<file path="src/rtl/move_controller.sv">
// Turns debounced player buttons into cursor moves and one-cycle move requests
// for GameState, then waits for and reacts to the resulting GameStatus.
module move_controller #(
   parameter int RESP_WAIT    = 2,
   parameter bit START_PLAYER = 1'b1,
   parameter int CURSOR_INIT  = 4
) (
   input  logic       clk,
   input  logic       rst,
   input  logic       btn_up,
   input  logic       btn_down,
   input  logic       btn_left,
   input  logic       btn_right,
   input  logic       btn_sel,
   input  logic [8:0] X_state,
   input  logic [8:0] O_state,
   input  logic [2:0] GameStatus,
   output logic       move,
   output logic       player,
   output logic [3:0] nextMove,
   output logic       busy,
   output logic       invalid,
   output logic       game_over
);

   typedef enum logic [2:0] {
      IDLE  = 3'd0,
      ISSUE = 3'd1,
      WAIT  = 3'd2,
      CHECK = 3'd3,
      DONE  = 3'd4
   } state_t;

   state_t     state, state_d;
   logic [4:0] btn_now, btn_prev, press;
   logic [3:0] cnt, cnt_d;
   logic [3:0] cursor, cursor_d;
   logic       player_q, player_d;
   logic       invalid_q, invalid_d;
   logic [8:0] occ;

   // Bit order {sel, up, down, left, right} also encodes press priority.
   assign btn_now = {btn_sel, btn_up, btn_down, btn_left, btn_right};
   assign press   = btn_now & ~btn_prev;
   assign occ     = X_state | O_state;

   function automatic logic [1:0] col_of(input logic [3:0] c);
      case (c)
         4'd0, 4'd3, 4'd6: col_of = 2'd0;
         4'd1, 4'd4, 4'd7: col_of = 2'd1;
         default:          col_of = 2'd2;
      endcase
   endfunction

   function automatic logic [3:0] step_up(input logic [3:0] c);
      step_up = (c >= 4'd3) ? c - 4'd3 : c + 4'd6;
   endfunction

   function automatic logic [3:0] step_down(input logic [3:0] c);
      step_down = (c < 4'd6) ? c + 4'd3 : c - 4'd6;
   endfunction

   function automatic logic [3:0] step_left(input logic [3:0] c);
      step_left = (col_of(c) == 2'd0) ? c + 4'd2 : c - 4'd1;
   endfunction

   function automatic logic [3:0] step_right(input logic [3:0] c);
      step_right = (col_of(c) == 2'd2) ? c - 4'd2 : c + 4'd1;
   endfunction

   // State register; button history keeps updating in every state so
   // presses made while busy are never replayed.
   always_ff @(posedge clk) begin
      if (rst) begin
         state     <= IDLE;
         btn_prev  <= 5'd0;
         cnt       <= 4'd0;
         cursor    <= 4'(CURSOR_INIT);
         player_q  <= START_PLAYER;
         invalid_q <= 1'b0;
      end else begin
         state     <= state_d;
         btn_prev  <= btn_now;
         cnt       <= cnt_d;
         cursor    <= cursor_d;
         player_q  <= player_d;
         invalid_q <= invalid_d;
      end
   end

   // Next-state and datapath updates.
   always_comb begin
      state_d   = state;
      cnt_d     = cnt;
      cursor_d  = cursor;
      player_d  = player_q;
      invalid_d = invalid_q;
      case (state)
         IDLE: begin
            if (press[4]) begin
               if (occ[cursor]) begin
                  invalid_d = 1'b1;
               end else begin
                  invalid_d = 1'b0;
                  state_d   = ISSUE;
               end
            end else if (press[3]) begin
               cursor_d  = step_up(cursor);
               invalid_d = 1'b0;
            end else if (press[2]) begin
               cursor_d  = step_down(cursor);
               invalid_d = 1'b0;
            end else if (press[1]) begin
               cursor_d  = step_left(cursor);
               invalid_d = 1'b0;
            end else if (press[0]) begin
               cursor_d  = step_right(cursor);
               invalid_d = 1'b0;
            end
         end
         ISSUE: begin
            cnt_d   = 4'(RESP_WAIT);
            state_d = WAIT;
         end
         WAIT: begin
            cnt_d = cnt - 4'd1;
            if (cnt <= 4'd1) state_d = CHECK;
         end
         CHECK: begin
            case (GameStatus)
               3'd0: begin
                  player_d = ~player_q;
                  state_d  = IDLE;
               end
               3'd1, 3'd2, 3'd3: state_d = DONE;
               default: begin
                  invalid_d = 1'b1;
                  state_d   = IDLE;
               end
            endcase
         end
         DONE:    state_d = DONE;
         default: state_d = IDLE;
      endcase
   end

   // Outputs.
   always_comb begin
      move      = (state == ISSUE);
      busy      = (state == ISSUE) || (state == WAIT) || (state == CHECK);
      game_over = (state == DONE);
      player    = player_q;
      nextMove  = cursor;
      invalid   = invalid_q;
   end

endmodule

</file>
<file path="config.mk">
export PLATFORM = sky130hd
export DESIGN_NAME = move_controller
export DESIGN_NICKNAME = d
export VERILOG_FILES = /design/src/rtl/move_controller.sv
export SDC_FILE = /design/constraint.sdc
export NUM_CORES = 1
export LEC_CHECK = 0
export BUFFER_PORTS_ARGS = -buffer_cell sky130_fd_sc_hd__clkbuf_2
export CORE_MARGIN = 5
export CORE_UTILIZATION = 49
export CTS_CLUSTER_DIAMETER = 30
export CTS_CLUSTER_SIZE = 14
export DETAILED_ROUTE_END_ITERATION = 7
export GPL_ROUTABILITY_DRIVEN = 1
export PLACE_DENSITY = 0.76
export SLEW_MARGIN = 20
export SYNTH_ARGS = -nofsm -noshare
export SYNTH_HDL_FRONTEND = slang
export SYNTH_SLANG_ARGS = --single-unit
</file>
<file path="constraint.sdc">
create_clock -name clk -period 2.3 [get_ports clk]
set_input_delay 0.23 -clock clk [delete_from_list [all_inputs] [get_ports clk]]
set_output_delay 0.23 -clock clk [all_outputs]
set_load 0.05 [all_outputs]
</file>
==> results of run 1 <==
==> synthesized netlist by cell type (3+ instances only) <==
library cell	count
ha_1	12
o311a_1	4
o211ai_1	3
nand2b_1	8
xnor2_1	4
a21oi_1	14
a31oi_1	6
dfxtp_1	18
inv_1	6
nand3_1	3
o21ai_0	11
clkbuf_1	9
a211oi_1	6
nor2_1	21
nor2b_1	11
nor3b_1	3
a221oi_1	4
nor3_1	13
nand2_1	5
==> path summary, 6_finish.rpt <==
check | from | to | slack [ns] | cells past startpoint
worst max-delay path | nextMove[0]$_SDFFE_PP0P_ | nextMove[1]$_SDFFE_PP0P_ | 0.13 | 7
worst min-delay path | btn_right | btn_prev[0]$_SDFF_PP0_ | 0.17 | 2
worst max register to register | nextMove[0]$_SDFFE_PP0P_ | nextMove[1]$_SDFFE_PP0P_ | 0.13 | 7
worst min register to register | invalid$_SDFFE_PP0P_ | invalid$_SDFFE_PP0P_ | 0.52 | 2
==> routing by layer <==
metal	vias up	track usage	routed length (µm)
li1	861	-	-
met1	766	0.278	1980
met2	59	0.279	1860
met3	6	0.0399	302
met4	0	0.0354	39
met5	-	0	0
==> sequential cells by signal, summed over array words and instances, names as in the netlist <==
register,flops
btn_prev,5
cnt,4
nextMove,4
state,3
player,1
invalid,1
==> kinds of logic after synthesis <==
logic type	Yosys count	synth area share
simple gates	84	0.291
fa+ha+maj	12	0.0927
mux	1	0.00695
flops	18	0.223
buf+inv	21	0.0572
compound gates	69	0.303
xor+xnor	5	0.0270
==> final cells by class <==
type,instances,share of cell area
repair buffers,45,0.137
flip-flops and latches,18,0.194
clock buffers,3,0.0118
multi-input cells,171,0.613
inverters,8,0.0158
well taps,44,0.0289
==> stage by stage <==
step / hold WS, ns / util / setup TNS, ns / area [µm²]
3_5_place_dp: 0.483 / 0.597 / 0 / 1850
5_1_grt: 0.184 / 0.613 / 0 / 1900
2_1_floorplan: 0.358 / - / -0.00521 / 1630
4_1_cts: 0.171 / 0.604 / 0 / 1880
6_report: 0.166 / 0.613 / 0 / 1900
3_3_place_gp: 0.469 / 0.597 / 0 / 1850
==> report_power, final <==
part | internal, mW | switching [mW] | leakage, nW
Sequential | 0.407 | 0.168 | 0.149
Combinational | 0.665 | 0.949 | 0.623
Clock | 0.0611 | 0.0983 | 0.0138
Total | 1.13 | 1.21 | 0.786
==> repair_timing <==
| action | CTS | global route |
|---|---|---|
| setup buffers | 0 | 2 |
| resized for setup | 0 | 0 |
| setup endpoints to repair | 0 | 1 |
==> critical path: stages, from the launching register on <==
cell       delay [ns]
dfxtp_4          0.42
inv_2            0.08
ha_1             0.24
or3b_1           0.40
nand3_2          0.16
nand2_2          0.07
o311a_1          0.33
a2111oi_2        0.36
==> out/results.txt, run 1 <==
outcome: complete, no violations
CTS tree: done
cts bufs inserted: 3
max-slew violations: 0
initial antenna violation count: 0
Max Cap Viol: 0
Final Routed Wirelength: 4.18 mm
CP Data Arrival Time: 2.36 ns
yosys warns: 0
most common cell after layout, fill and taps aside: clkbuf_2
hold-fix buffers at CTS: 0
post-synth top area share: 0.223
Antenna Violating Nets Remaining: 0
Final Hold Viols: 0
Vias: 1692
syn_nets: 250
die width: 67.5 µm
Routed wire per std cell: 14.5 µm
Tcrit/Tclk final: 0.942
Post-synth EDFFs: 0
Iter 0 DRT Violations: 188
Final min period: 2.17 ns
total congestion overflow: 0
setup repair after global routing missed its margin: no
Worst-Margin Slew: 0.644 ns
Top-Level Pins: 37
largest net degree at the start of global routing: 21
later-pin clock latency in the skew report: 0.30 ns
Core ar.: 0.00310 mm²
CTS sink cnt: 18
routability cong.: 0.874
critical path required time: 2.49 ns
Avg Cell Area, Syn: 7.71 µm²
ranking of synthesized cells by area: dfxtp_1, ha_1, nor2_1
first-pass GRT wire length: 6.69 mm
final cell count without fillers: 289
HPWL Detailed: 3.17 mm
Port-buffer cells: 36
Synth Instances: 210
clock skew: 0.00492 ns
leakage: 0.786 nW
ys async rst share: 0
PnR Total Power: 2.35 mW
setup violators final: 0
critical path type: reg -> reg
share of cells above drive strength 1: 0.233
largest area contributor in the netlist: dfxtp_1
Antenna diodes: 0
Min-Delay Path Class: in -> reg
FILL cells: 309
DP Worst Slack: 0.127 ns
FF+latch count, synth: 18
via/cell ratio: 5.85
Die ar.: 0.00455 mm²
setup ws final: 0.134 ns
number of distinct library cells after synthesis: 55
Worst-path clk slew: 0.10 ns
DR pass1 iterations: 4
most frequent cells in the layout: clkbuf_2, nor2_1, dfxtp_1
startpoint types: flip-flop
CP Max Fanout: 9
area of the multi-input gates: 0.00117 mm²
vias in the first global route: 1454
Max H-tree Level: 1
register area: 369 µm²
Max IR drop VDD: 789 µV
Most used DFF post-synth: dfxtp_1
register area share after synthesis: 0.223
dpl cells: 284
Pwr per Cell Area: 1230 mW/mm²
DRC: 0
CP Capture Type: flip-flop
root buf cell: clkbuf_4
Site Rows: 20
Die Ht: 67.5 µm
Post-Syn Area: 0.00162 mm²
Total GRT Usage: 0.188
Slew HR: 0.570
top achievable clock speed: 0.462 GHz
Final Net Count: 287
area growth from synthesis to layout: 17.5%
Max Buffers Root-to-Sink: 2
Initial Util: 0.522
No activity file was read; power rests on OpenSTA's default activity.
==> run 2: changes to the inputs <==
- ABC_AREA: default -> 1
- PLACE_DENSITY: 0.76 -> 0.77
==> out/results.txt, run 2 <==
outcome: complete, no violations
ys async rst share: 0 (unchanged)
Most used DFF post-synth: dfxtp_1
critical path required time: 2.07 ns (-0.42 ns)
initial antenna violation count: 0 (unchanged)
startpoint types: flip-flop
later-pin clock latency in the skew report: 0.29 ns (about the same)
Avg Cell Area, Syn: 6.46 µm² (-16%)
CTS sink cnt: 18 (unchanged)
number of distinct library cells after synthesis: 30 (-45%)
largest net degree at the start of global routing: 14 (-33%)
DP Worst Slack: 0.540 ns (+0.412 ns)
Worst-Margin Slew: 0.440 ns (-0.204 ns)
GRT met1 Usage: 0.210 (-0.0681)
post-synth top area share: 0.225 (+0.00226)
Tcrit/Tclk final: 0.802 (-0.140)
FF+latch count, synth: 18 (unchanged)
Post-Route Utilization: 0.601 (-0.0125)
share of cells above drive strength 1: 0.268 (+0.0356)
dpl cells: 328 (+15%)
Final Routed Wirelength: 3.57 mm (-15%)
Die Ht: 67.2 µm (-0.43%)
Initial Util: 0.517 (-0.00524)
Core ar.: 0.00310 mm² (unchanged)
most common cell in the netlist: nand2_1
worst hold margin: 0.136 ns (-0.0302 ns)
Iter 0 DRT Violations: 59 (-69%)
crit-path cells: nor2_2 > inv_1 > nor2_2 > inv_1 > nand2_1 > inv_2 > nand2_1 > clkbuf_2
Vias: 1655 (-2.2%)
routability cong.: 0.956 (+9.4%)
leakage: 0.963 nW (+23%)
met3 Usage GRT: 0.0200 (-0.0200)
yosys warns: 0 (unchanged)
cts bufs inserted: 3 (unchanged)
Total GRT Usage: 0.167 (-0.0212)
Antenna diodes: 0 (unchanged)
critical path type: reg -> out
register area share after synthesis: 0.225 (+0.00226)
CP Max Fanout: 5 (-4)
CP peak stage delay: 0.35 ns (-0.07 ns)
final cell count without fillers: 331 (+15%)
most frequent cells in the layout: nand2_1, clkbuf_2, inv_1
Final Net Count: 329 (+15%)
Slew HR: 0.706 (+0.136)
Max IR drop VDD: 587 µV (-26%)
Max Buffers Root-to-Sink: 2 (unchanged)
root buf cell: clkbuf_4
Port-buffer cells: 36 (unchanged)
max FFs per register: 5 (unchanged)
Final Hold Viols: 0 (unchanged)
Max H-tree Level: 1 (unchanged)
syn_nets: 288 (+15%)
Site Rows: 20 (unchanged)
Reg with most FFs: btn_prev
Synth Instances: 248 (+18%)
largest area contributor in the netlist: dfxtp_1
Final min period: 1.84 ns (-0.322 ns)
DR pass1 iterations: 4 (unchanged)
Routed wire per std cell: 10.8 µm (-26%)
Placed Instance Area: 0.00184 mm² (-0.61%)
met2 Usage GRT: 0.302 (+0.0224)
die width: 67.2 µm (-0.43%)
setup repair after global routing missed its margin: no
clock skew: 0.00741 ns (+0.00249 ns)
Worst-path clk slew: 0.10 ns (about the same)
Fin Setup TNS: 0 ns (unchanged)
Post-Syn Area: 0.00160 mm² (-1.0%)
Top-Level Pins: 37 (unchanged)
DRC: 0 (unchanged)
Finished Cell Area: 0.00186 mm² (-2.0%)
busiest metal layer after global routing: met2
CP max-delay cell: dfxtp_1
PnR Total Power: 2.46 mW (+4.6%)
setup ws final: 0.456 ns (+0.322 ns)
Die ar.: 0.00451 mm² (-0.86%)
most common cell after layout, fill and taps aside: nand2_1
Antenna Violating Nets Remaining: 0 (unchanged)
max-slew violations: 0 (unchanged)
FILL cells: 332 (+7.4%)
CP Data Arrival Time: 1.61 ns (-0.75 ns)
vias in the first global route: 1466 (+0.83%)
Max Cap Viol: 0 (unchanged)
area growth from synthesis to layout: 16.3%
via/cell ratio: 5.00 (-15%)
CTS tree: done
Min-Delay Path Class: in -> reg
post-CTS resize count: 0 (unchanged)
Pwr per Cell Area: 1320 mW/mm² (+6.8%)
total congestion overflow: 0 (unchanged)
top achievable clock speed: 0.542 GHz (+17%)
Post-synth EDFFs: 0 (unchanged)
CP Capture Type: output pin
ranking of synthesized cells by area: dfxtp_1, nand2_1, ha_1
Post-synth top cells: nand2_1, inv_1, nor2_1, nand3_1, dfxtp_1
HPWL Detailed: 2.92 mm (-7.9%)
Setup Buffers After CTS: 0 (unchanged)
first-pass GRT wire length: 5.96 mm (-11%)
hold-fix buffers at CTS: 0 (unchanged)
setup violators final: 0 (unchanged)
-- run 2: cell types whose count changed after synthesis, moves of 8 or more --
cell / change
nor3_1: -8
nand3_1: +23
nand2_1: +48
inv_1: +24
nand2b_1: -8
nor2b_1: -11
nor2_1: +8
clkbuf_1: -8
-- run 2: kinds of logic (layout without fill, tap and decap cells) --
family          Yosys count  in the layout  synth area share
flops                    18             18             0.225
fa+ha+maj                12             12            0.0937
buf+inv                  44             83             0.116
xor+xnor                  3              3            0.0164
simple gates            136            136             0.427
compound gates           35             35             0.122
-- run 2: cell type report --
cell class	count	area, µm²	share of cell area
tap	44	55.1	0.0295
multi-input combinational	186	1060	0.569
clock buffer	3	22.5	0.0121
sequential	18	360	0.193
timing repair buffer	40	210	0.113
inverter	40	155	0.0832
-- run 2: routing by layer --
metal / vias to the layer above / part of all wire
met4: 0 / 0.0095
met1: 750 / 0.47
met5: - / 0
met3: 4 / 0.033
li1: 866 / -
met2: 35 / 0.48
-- run 2: critical path: cells and delay by family, from the launching register on --
family	cells	cell delay, ns
flip-flops	1	0.35
AND/OR/NAND/NOR	4	0.47
buffers and inverters	4	0.49
-- run 2: path summary, 6_finish.rpt --
check	start	endpoint	slack [ns]	cells after the start
worst max register to register	nextMove[0]$_SDFFE_PP0P_	nextMove[0]$_SDFFE_PP0P_	0.54	12
worst max-delay path	state[0]$_SDFFE_PP0P_	busy	0.46	8
worst min-delay path	btn_down	btn_prev[2]$_SDFF_PP0_	0.14	3
worst min register to register	cnt[0]$_SDFFE_PP0P_	cnt[0]$_SDFFE_PP0P_	0.49	1
-- run 2: power breakdown --
group	internal, mW	switching, mW
Combinational	0.614	1.19
Clock	0.0609	0.0937
Sequential	0.392	0.105
Total	1.07	1.39
==> run 3: changes to the inputs <==
- CORE_UTILIZATION: 49 -> 54
- PLACE_DENSITY: 0.77 -> 0.8
- clock period: 2.3 -> 1.86 ns (I/O delays scaled with it)
==> out/results.txt, run 3 (same netlist as run 2, synthesis figures left out) <==
total congestion overflow: 0 (unchanged)
crit-path cells: nor2_2 > inv_1 > nor2_4 > inv_1 > nand2_1 > inv_2 > nand2_1 > buf_6
cts bufs inserted: 3 (unchanged)
Max Cap Viol: 0 (unchanged)
clock skew: 0.00371 ns (-0.00370 ns)
Initial Util: 0.571 (+0.0548)
Sequential Power Share: 0.191 (-0.012)
HPWL Detailed: 3.07 mm (+5.1%)
Reg with most FFs: btn_prev
CP Max Fanout: 5 (unchanged)
crit-path leading delay family: simple AND/OR/NAND/NOR gates
Post-Route Utilization: 0.669 (+0.0682)
most frequent cells in the layout: nand2_1, clkbuf_2, inv_1
first-pass GRT wire length: 6.78 mm (+14%)
Final Net Count: 331 (+0.61%)
CTS sink cnt: 18 (unchanged)
Vias: 1651 (-0.24%)
R2R Path Start: nextMove[0]$_SDFFE_PP0P_
setup ws final: 0.171 ns (-0.284 ns)
outcome: complete, no violations
Total GRT Usage: 0.200 (+0.0334)
DRC: 0 (unchanged)
Port-buffer cells: 36 (unchanged)
DP Worst Slack: 0.228 ns (-0.311 ns)
Psw: 1.78 mW (+28%)
top achievable clock speed: 0.592 GHz
Fin Setup TNS: 0 ns (unchanged)
worst hold margin: 0.0845 ns (-0.0511 ns)
Die ar.: 0.00416 mm² (-7.9%)
R2R depth: 12 (unchanged)
Pwr per Cell Area: 1680 mW/mm² (+28%)
setup violators final: 0 (unchanged)
Critical Path Stages: 8 (unchanged)
Iter 0 DRT Violations: 112 (+90%)
leakage: 0.975 nW (+1.2%)
Min-Delay Path Class: in -> reg
Max IR drop VDD: 1030 µV (+75%)
most common cell after layout, fill and taps aside: nand2_1
CTS tree: done
max-slew violations: 0 (unchanged)
critical path buffer and inverter count: 4 (unchanged)
Final Hold Viols: 0 (unchanged)
Final min period: 1.69 ns
area growth from synthesis to layout: 17.1%
Die Ht: 64.5 µm (-4.0%)
Antenna diodes: 0 (unchanged)
clock power share: 0.060 (-0.003)
CP peak stage delay: 0.35 ns (about the same)
reg2reg setup slack: 0.21 ns (-0.33 ns)
Final Routed Wirelength: 3.83 mm (+7.4%)
via/cell ratio: 5.16 (+3.2%)
PnR Total Power: 3.15 mW (+28%)
Max Buffers Root-to-Sink: 2 (unchanged)
share of cells above drive strength 1: 0.280 (+0.0120)
Slew HR: 0.752 (+0.0457)
Site Rows: 19 (-5.0%)
CP max-delay cell: dfxtp_1
critical path type: reg -> out
DR pass1 iterations: 4 (unchanged)
hold-fix buffers at CTS: 0 (unchanged)
cell internal pwr: 1.38 mW (+29%)
CP Capture Type: output pin
vias in the first global route: 1592 (+8.6%)
Worst-path clk slew: 0.09 ns (about the same)
FILL cells: 272 (-18%)
Core ar.: 0.00281 mm² (-9.6%)
Switching Fraction: 0.564 (-0.00190)
Max H-tree Level: 1 (unchanged)
root buf cell: clkbuf_4
initial antenna violation count: 0 (unchanged)
Antenna Violating Nets Remaining: 0 (unchanged)
hold path endpoint: btn_prev[2]$_SDFF_PP0_
max FFs per register: 5 (unchanged)
hold path cells: 3 (unchanged)
setup repair after global routing missed its margin: no
r2r endpoint: nextMove[0]$_SDFFE_PP0P_
Worst-Margin Slew: 0.372 ns (-0.0683 ns)
later-pin clock latency in the skew report: 0.30 ns (about the same)
Tcrit/Tclk final: 0.908
startpoint types: flip-flop
Logic pwr share: 0.748 (+0.014)
Routed wire per std cell: 12.0 µm (+11%)
critical path required time: 1.67 ns (-0.40 ns)
routability cong.: 0.984 (+2.9%)
CP Data Arrival Time: 1.50 ns (-0.11 ns)
largest net degree at the start of global routing: 14 (unchanged)
hold path start: btn_down
die width: 64.5 µm (-4.0%)
Top-Level Pins: 37 (unchanged)
run 3: cell types whose count changed in the layout (fill, tap and decap cells not counted), sizes merged:
cell,delta
buf,+3
clkbuf,-1
run 3: power by group through the flow:
stage	combinational, mW	sequential, mW	clock, mW
2_1_floorplan	1.69	0.746	0
3_3_place_gp	2.27	0.603	0
3_5_place_dp	2.29	0.605	0
4_1_cts	2.31	0.599	0.199
5_1_grt	2.62	0.615	0.220
6_report	2.36	0.602	0.191
run 3: tightest hold or removal path, delay by kind of cell:
kind	cells	cell delay (ns)
simple gates	1	0.03
buf+inv	2	0.13
run 3: final cells by class:
class                      count  area, µm²  area share
multi-input combinational    186       1070       0.568
timing repair buffer          42        231       0.123
inverter                      40        155      0.0827
tap                           31       38.8      0.0207
clock buffer                   3       22.5      0.0120
sequential                    18        363       0.193
run 3: metal layers:
metal | part of all wire | wire [µm] | vias to the layer above | track usage
li1 | - | - | 873 | -
met2 | 0.45 | 1710 | 48 | 0.320
met5 | 0 | 0 | - | 0
met1 | 0.50 | 1910 | 723 | 0.268
met3 | 0.042 | 161 | 7 | 0.0397
met4 | 0.013 | 50 | 0 | 0.0739
run 3: metrics by stage:
stage	area, µm²	instances
2_1_floorplan	1610	248
3_3_place_gp	1840	317
3_5_place_dp	1840	317
4_1_cts	1870	320
5_1_grt	1880	320
6_report	1880	320
run 3: how the worst max path moves through the flow:
stage,to,startpoint,slack (ns)
5_1_grt,busy,state[0]$_SDFFE_PP0P_,0.02
6_report,busy,state[0]$_SDFFE_PP0P_,0.17
3_3_place_gp,nextMove[0]$_SDFFE_PP0P_,nextMove[0]$_SDFFE_PP0P_,0.24
4_1_cts,busy,state[0]$_SDFFE_PP0P_,0.01
3_5_place_dp,nextMove[0]$_SDFFE_PP0P_,nextMove[0]$_SDFFE_PP0P_,0.23
2_1_floorplan,nextMove[2]$_SDFFE_PP1P_,nextMove[1]$_SDFFE_PP0P_,0.004
run 3: repair_timing:
| item | in CTS | in global routing |
|---|---|---|
| gates resized for setup | 0 | 5 |
| setup buffers | 0 | 0 |
| endpoints found under the setup margin | 0 | 1 |
